==> src/rtl/alu_pkg.sv <==
// Opcode constants shared by the external ALU and every block that drives it.
package alu_pkg;
  localparam logic [3:0] ALU_ADD  = 4'b0011;
  localparam logic [3:0] ALU_SUB  = 4'b0111;
  localparam logic [3:0] ALU_ASL  = 4'b1011;
  localparam logic [3:0] ALU_OR   = 4'b1100;
  localparam logic [3:0] ALU_AND  = 4'b1101;
  localparam logic [3:0] ALU_EOR  = 4'b1110;
  localparam logic [3:0] ALU_PASS = 4'b1111;
endpackage

==> src/rtl/mul8_seq_if.sv <==
// Operand/result handshake bundle of the sequential 8x8 multiplier.
interface mul8_seq_if;
  logic        in_valid;
  logic        in_ready;
  logic [7:0]  A;
  logic [7:0]  B;
  logic        out_valid;
  logic        out_ready;
  logic [15:0] P;

  modport slave (
    input  in_valid, A, B, out_ready,
    output in_ready, out_valid, P
  );

  modport master (
    output in_valid, A, B, out_ready,
    input  in_ready, out_valid, P
  );
endinterface

==> src/rtl/mul8_seq.sv <==
// Shift-add 8x8 unsigned multiplier that borrows an external 8-bit ALU for
// every add and right shift; each of the 8 iterations spends 6 states.
module mul8_seq
  import alu_pkg::*;
(
  input  logic       CLK,
  input  logic       RST,
  input  logic       RDY,
  mul8_seq_if.slave  bus,
  output logic [3:0] alu_op,
  output logic       alu_right,
  output logic [7:0] alu_AI,
  output logic [7:0] alu_BI,
  output logic       alu_CI,
  output logic       alu_BCD,
  output logic       alu_RDY,
  input  logic [7:0] alu_OUT,
  input  logic       alu_CO
);

  typedef enum logic [2:0] {
    IDLE, ADD_I, ADD_W, SHH_I, SHH_W, SHL_I, SHL_W, DONE
  } state_t;

  state_t     state;
  logic [7:0] M, H, L;
  logic       c;
  logic [2:0] iter;
  logic       issue;

  always_ff @(posedge CLK or posedge RST) begin
    if (RST) begin
      state <= IDLE;
      M     <= '0;
      H     <= '0;
      L     <= '0;
      c     <= 1'b0;
      iter  <= '0;
    end else if (RDY) begin
      case (state)
        IDLE: if (bus.in_valid) begin
          M     <= bus.A;
          L     <= bus.B;
          H     <= '0;
          c     <= 1'b0;
          iter  <= '0;
          state <= ADD_I;
        end
        ADD_I: state <= ADD_W;
        ADD_W: begin
          H     <= alu_OUT;
          c     <= alu_CO;
          state <= SHH_I;
        end
        SHH_I: state <= SHH_W;
        // c now carries the bit shifted out of H into the top of L
        SHH_W: begin
          H     <= alu_OUT;
          c     <= alu_CO;
          state <= SHL_I;
        end
        SHL_I: state <= SHL_W;
        SHL_W: begin
          L     <= alu_OUT;
          iter  <= iter + 3'd1;
          state <= (iter == 3'd7) ? DONE : ADD_I;
        end
        DONE: if (bus.out_ready) state <= IDLE;
        default: state <= IDLE;
      endcase
    end
  end

  assign issue = (state == ADD_I) || (state == SHH_I) || (state == SHL_I);

  // The ALU only latches in issue states, so it holds OUT through the wait states.
  always_comb begin
    alu_op    = '0;
    alu_right = 1'b0;
    alu_AI    = '0;
    alu_BI    = '0;
    alu_CI    = 1'b0;
    case (state)
      ADD_I: begin
        alu_op = ALU_ADD;
        alu_AI = H;
        alu_BI = L[0] ? M : 8'd0;
      end
      SHH_I: begin
        alu_op    = ALU_PASS;
        alu_right = 1'b1;
        alu_AI    = H;
        alu_CI    = c;
      end
      SHL_I: begin
        alu_op    = ALU_PASS;
        alu_right = 1'b1;
        alu_AI    = L;
        alu_CI    = c;
      end
      default: ;
    endcase
  end

  assign alu_BCD       = 1'b0;
  assign alu_RDY       = RDY & issue;
  assign bus.in_ready  = (state == IDLE);
  assign bus.out_valid = (state == DONE);
  assign bus.P         = (state == DONE) ? {H, L} : 16'd0;

endmodule

==> src/flat_wrapper.sv <==
// flat-port wrapper written by rule: the top's interface ports become plain ports
module mul8_seq_flat import alu_pkg::*;
  (CLK, RST, RDY, alu_op, alu_right, alu_AI, alu_BI, alu_CI, alu_BCD, alu_RDY, alu_OUT, alu_CO, bus_in_valid, bus_A, bus_B, bus_out_ready, bus_in_ready, bus_out_valid, bus_P);
  mul8_seq_if bus_i ();
  input  logic CLK;
  input  logic RST;
  input  logic RDY;
  output logic [3:0] alu_op;
  output logic alu_right;
  output logic [7:0] alu_AI;
  output logic [7:0] alu_BI;
  output logic alu_CI;
  output logic alu_BCD;
  output logic alu_RDY;
  input  logic [7:0] alu_OUT;
  input  logic alu_CO;
  input wire logic [$bits(bus_i.in_valid)-1:0] bus_in_valid;
  input wire logic [$bits(bus_i.A)-1:0] bus_A;
  input wire logic [$bits(bus_i.B)-1:0] bus_B;
  input wire logic [$bits(bus_i.out_ready)-1:0] bus_out_ready;
  output wire logic [$bits(bus_i.in_ready)-1:0] bus_in_ready;
  output wire logic [$bits(bus_i.out_valid)-1:0] bus_out_valid;
  output wire logic [$bits(bus_i.P)-1:0] bus_P;
  assign bus_i.in_valid = bus_in_valid;
  assign bus_i.A = bus_A;
  assign bus_i.B = bus_B;
  assign bus_i.out_ready = bus_out_ready;
  assign bus_in_ready = bus_i.in_ready;
  assign bus_out_valid = bus_i.out_valid;
  assign bus_P = bus_i.P;
  mul8_seq u_core (.CLK(CLK), .RST(RST), .RDY(RDY), .bus(bus_i), .alu_op(alu_op), .alu_right(alu_right), .alu_AI(alu_AI), .alu_BI(alu_BI), .alu_CI(alu_CI), .alu_BCD(alu_BCD), .alu_RDY(alu_RDY), .alu_OUT(alu_OUT), .alu_CO(alu_CO));
endmodule
==> config.mk <==
export PLATFORM = sky130hd
export DESIGN_NAME = mul8_seq_flat
export DESIGN_NICKNAME = d
export VERILOG_FILES = /design/src/rtl/alu_pkg.sv /design/src/rtl/mul8_seq_if.sv /design/src/rtl/mul8_seq.sv /design/src/flat_wrapper.sv
export SDC_FILE = /design/constraint.sdc
export NUM_CORES = 1
export LEC_CHECK = 0
export ABC_CLOCK_PERIOD_IN_PS = 2300
export CAP_MARGIN = 10
export CELL_PAD_IN_SITES_DETAIL_PLACEMENT = 1
export CELL_PAD_IN_SITES_GLOBAL_PLACEMENT = 1
export CORE_UTILIZATION = 33
export CTS_BUF_LIST = sky130_fd_sc_hd__clkbuf_2
export DETAILED_ROUTE_END_ITERATION = 16
export PLACE_DENSITY = 0.81
export SETUP_SLACK_MARGIN = 0.1
export SLEW_MARGIN = 20
export SYNTH_ARGS = -nofsm -noshare
export SYNTH_HDL_FRONTEND = slang
export SYNTH_SLANG_ARGS = --single-unit
==> constraint.sdc <==
create_clock -name CLK -period 2.3 [get_ports CLK]
set_input_delay 0.575 -clock CLK [delete_from_list [all_inputs] [get_ports CLK]]
set_output_delay 0.575 -clock CLK [all_outputs]
set_load 0.1 [all_outputs]
# --- Word level (Yosys, flattened, before mapping) ---
# Cells that the tools add are included.
# Widths: inputs -> output; s select.
word_totals:
  reg_bits: 31
  inputBits: 30
op_classes:
  add_sub_neg: 1
  n_eq_ne: 10
  mux: 19
  bitwise_logic: 1
  n_reduce_logical: 12
ops:
  columns: ["op", "n"]
  rows:
  - ["$pmux 8 s2", 3]
  - ["$mux 8", 4]
  - ["$pmux 3 s8", 1]
  - ["$mux 16", 1]
  - ["$eq 3x3->1 const B", 5]
  - ["$mux 3", 4]
  - ["$reduce_and 3->1", 4]
  - ["$pmux 4 s2", 1]
  - ["$eq 3x2->1 const B", 2]
  - ["$pmux 3 s2", 1]
  - ["$reduce_or 2->1", 3]
  - ["$ne 2x2->1 const B", 2]
  - ["$reduce_bool 2->1", 2]
  - ["$add 3x1->3 const B", 1]
  - ["$eq 3x1->1 const B", 1]
  - ["$logic_not 3->1", 1]
  - ["$mux 1", 3]
  - ["$logic_or 1x1->1", 2]
  - ["$pmux 1 s2", 1]
  - ["$and 1x1->1", 1]

# --- Depth between registers and ports, before layout ---
depth:
  depth_word: 4
  depth_mapped: 6
  ltp_nobuf: 5

# --- Worst setup path before layout ---
# OpenSTA, ideal clock, no wires.
synth_path:
  path_kind: "flip-flop to output port"
  startpoint: "register u_core.state[2]"
  endpoint: "output bus_in_ready"
  arrival_time_ns: 2.917
  required_time_ns: 1.725
  slack_ns: -1.192
  stages_incl_launch_ff: 5
  path_cell_list: "dfrtp_1 buf_6 clkbuf_1 buf_2 nor3_1"
synth_between:
  elab_chain_len: 1
synth_rtl:
  columns: ["element", "line", "source"]
  rows:
  - ["start: declaration", "mul8_seq.sv:25", "state_t state;"]
  - ["start signal: assignment", "mul8_seq.sv:66", "state <= (iter == 3'd7) ? DONE : ADD_I;"]
  - ["$logic_not 3->1", "mul8_seq.sv:107", "assign bus.in_ready = (state == IDLE);"]
  - ["end: declaration", "flat_wrapper.sv:21", "output wire logic [$bits(bus_i.in_ready)-1:0] bus_in_ready;"]
# No other way between the ends.

# --- Worst setup path in the final report ---
layout_path:
  startpoint: "register u_core.state[2]"
  endpoint: "output alu_AI[7]"
layout_between:
  elab_chain_len: 3
layout_rtl:
  columns: ["element", "line", "source"]
  rows:
  - ["$eq 3x2->1 or $eq 3x1->1 (tied branches)", "mul8_seq.sv:83", "case (state)"]
  - ["$reduce_or 2->1 (no line)", null, null]
  - ["$pmux 8 s2 *", "mul8_seq.sv:83", null]
  - ["end: declaration", "flat_wrapper.sv:10", "output logic [7:0] alu_AI;"]
# Mark *: on every way between the ends. The rest lies on a longest branch, timed or not.

==> impl_metrics.env <==
export IMPL_syn_cell_area_um2=1810
export IMPL_synthArstFlopShare_pct=100
export IMPL_num_io_pins=72
export IMPL_maxCapViolations=0
export IMPL_layout_common_cells="buf_12, and2_4, dfrtp_1, clkdlybuf4s50_1, mux2_2"
export IMPL_top_layer_used="met4"
export IMPL_clk_path_buf_depth=2
export IMPL_clkTransAtPathRegs_ps=210
export IMPL_fin_area_um2=3460
export IMPL_fmax_mhz=428
export IMPL_place_area_um2=3100
export IMPL_arrival_ps=1760
export IMPL_remaining_drc_errors=0
export IMPL_yosys_register_bits=31
export IMPL_synth_seq_area_share_pct=42.8
export IMPL_p_leak_uw=0.00152
export IMPL_r2r_setup_slack_ps=170
export IMPL_h_tree_depth=2
export IMPL_r2r_end="u_core.L[0]"
export IMPL_dieArea_um2=5790
export IMPL_grt_pass1_vias=1954
export IMPL_drtIter0Drc=91
export IMPL_wl_met3_um=229
export IMPL_die_y_um=76.1
export IMPL_fin_crit_ps=2330
export IMPL_clk_latency_ps=420
export IMPL_layout_commonest_cell="buf_12"
export IMPL_crit_end="alu_AI[7]"
export IMPL_critPathMaxFanout=7
export IMPL_syn_inst=179
export IMPL_worstPathRequired_ps=1730
export IMPL_grt_max_degree=32
export IMPL_synth_edff_count=0
export IMPL_clock_skew_final_ps=37.9
export IMPL_hold_class="input port to asynchronous set/reset pin"
export IMPL_peakVddDrop_mv=0.825
export IMPL_finalSetupViolations=29
export IMPL_n_antenna_cell=0
export IMPL_end_kind="primary output"
export IMPL_slew_viol_final=0
export IMPL_violations="setup timing"
export IMPL_syn_area_per_cell_um2=10.1
export IMPL_crit_path_start_kind="flop"
export IMPL_nNetsFinal=299
export IMPL_routabilityCongestion=0.787
export IMPL_start_util_pct=34.8
export IMPL_syn_nets=211
export IMPL_antenna_found_initial=0
export IMPL_gr_total_overflow=0
export IMPL_cts_buffers=5
export IMPL_cts_tree="done"
export IMPL_r2r_cells=6
export IMPL_port_buffers=70
export IMPL_cp_startpoint="u_core.state[2]"
export IMPL_timing_final_crit_share_pct=102
export IMPL_die_width_um=76.1
export IMPL_yosysUniqueCellTypes=31
export IMPL_p_total_uw=5620
export IMPL_vias=1751
export IMPL_wl_per_cell_um=23.1
export IMPL_dp_slack_ps=7.52
export IMPL_synthFlopType="dfrtp_1"
export IMPL_status="finished with violations"
export IMPL_fin_util_pct=66.4
export IMPL_reg2reg_from="u_core.state[2]"
export IMPL_routed_wl_um=7800
export IMPL_drtPass1Iterations=4
export IMPL_drive_gt1_share_pct=58.6
export IMPL_rsz0062_at_grt="true"
export IMPL_clockRootBuffer="clkbuf_2"
export IMPL_rows=26
export IMPL_grt_first_pass_wirelength_um=10800
export IMPL_core_um2=5200
export IMPL_wl_met1_um=3090
export IMPL_grt_usage_pct=24.5
export IMPL_clock_sinks=31
export IMPL_detail_route_vias_per_cell=5.18
export IMPL_dpl_hpwl_um=4470
export IMPL_setup_ws_ps=-34.6
export IMPL_cts_hold_buf=0
export IMPL_met2_wirelength_um=4260
export IMPL_ant_nets=0
export IMPL_yosysWarnings=0
export IMPL_worst_setup_path_type="flop to primary output"
export IMPL_final_hold_viol_count=0
export IMPL_powerDensity_nw_per_um2=1630
export IMPL_syn_to_final_growth_pct=90.8
cell families (layout without fill, tap and decap cells):
| group | count (synthesis) | after routing | synth area share [%] |
|---|---|---|---|
| AND/OR/NAND/NOR | 64 | 64 | 21.1 |
| flip-flops | 31 | 31 | 42.8 |
| AO/OA/AOI/OAI | 30 | 30 | 11.8 |
| buffers and inverters | 26 | 115 | 7.32 |
| multiplexers | 24 | 24 | 14.9 |
| adder cells (fa/ha/maj) | 2 | 2 | 1.38 |
| other | 1 | 1 | 0.207 |
| XOR/XNOR | 1 | 1 | 0.483 |
cell type report:
type / count / area (µm²)
repair buffers: 96 / 1370
clock buffers: 5 / 25.0
well taps: 70 / 87.6
multi-input cells: 122 / 1140
flip-flops and latches: 31 / 777
clock inverters: 3 / 15.0
fillers: 493 / 1750
inverters: 11 / 41.3
sequential cells by signal, indices dropped and copies added (netlist names):
| register | count |
|---|---|
| u_core.state | 3 |
| u_core.H | 8 |
| u_core.c | 1 |
| u_core.L | 8 |
| u_core.iter | 3 |
| u_core.M | 8 |
report_power, final:
part	switching [µW]	total, µW	internal, µW
registers	270	1070	798
logic	2520	4260	1740
clock network	224	294	69.7
total	3010	5620	2610
through the flow:
| step | setup TNS (ps) | cells | hold WS (ps) |
|---|---|---|---|
| 5_1_grt | -2300 | 338 | 558 |
| 6_report | -478 | 338 | 519 |
| 3_5_place_dp | 0 | 319 | 486 |
| 4_1_cts | 0 | 335 | 533 |
| 3_3_place_gp | 0 | 319 | 478 |
| 2_1_floorplan | 0 | 179 | 465 |
layer usage:
layer  GRT usage, %  vias to the layer above
met4           10.8                        0
li1               -                      783
met1           28.1                      897
met3           3.59                       18
met2           45.0                       53
met5              0                        -
cells in the mapped netlist, drive strengths merged (3+ instances only):
cell type,instances,area (µm²)
o21ai,5,25.0
and2,33,206
and3,4,25.0
dfrtp,31,776
a22o,10,87.6
inv,11,41.3
nand2,11,41.3
clkbuf,7,26.3
mux2,24,270
buf,8,65.1
nor2b,6,37.5
o22ai,8,50.1
nand3,3,20.0
worst max-delay path: stages, from the launching register on:
cell and delay, ps:
dfrtp_2 560, buf_6 170, nor2b_4 180, a21oi_2 90
nor2b_4 150, buf_12 180
worst min path at each step:
stage	start	endpoint	slack (ps)	cells after the start
global route	u_core.M[4]	u_core.M[4]	560	1
floorplan	u_core.c	u_core.c	470	1
finish	RST	u_core.H[1]	520	3
detailed placement	u_core.M[1]	u_core.M[1]	490	1
global placement	u_core.M[6]	u_core.M[6]	480	1
CTS	u_core.M[1]	u_core.M[1]	530	1
what timing repair did:
action	4_1_cts	5_1_grt
endpoints found under the setup margin	38	38
setup buffers	7	2
gates resized for setup	38	23
pin swaps	11	13
cloned	1	1
Note: power is estimated with default switching activity, not from simulation.
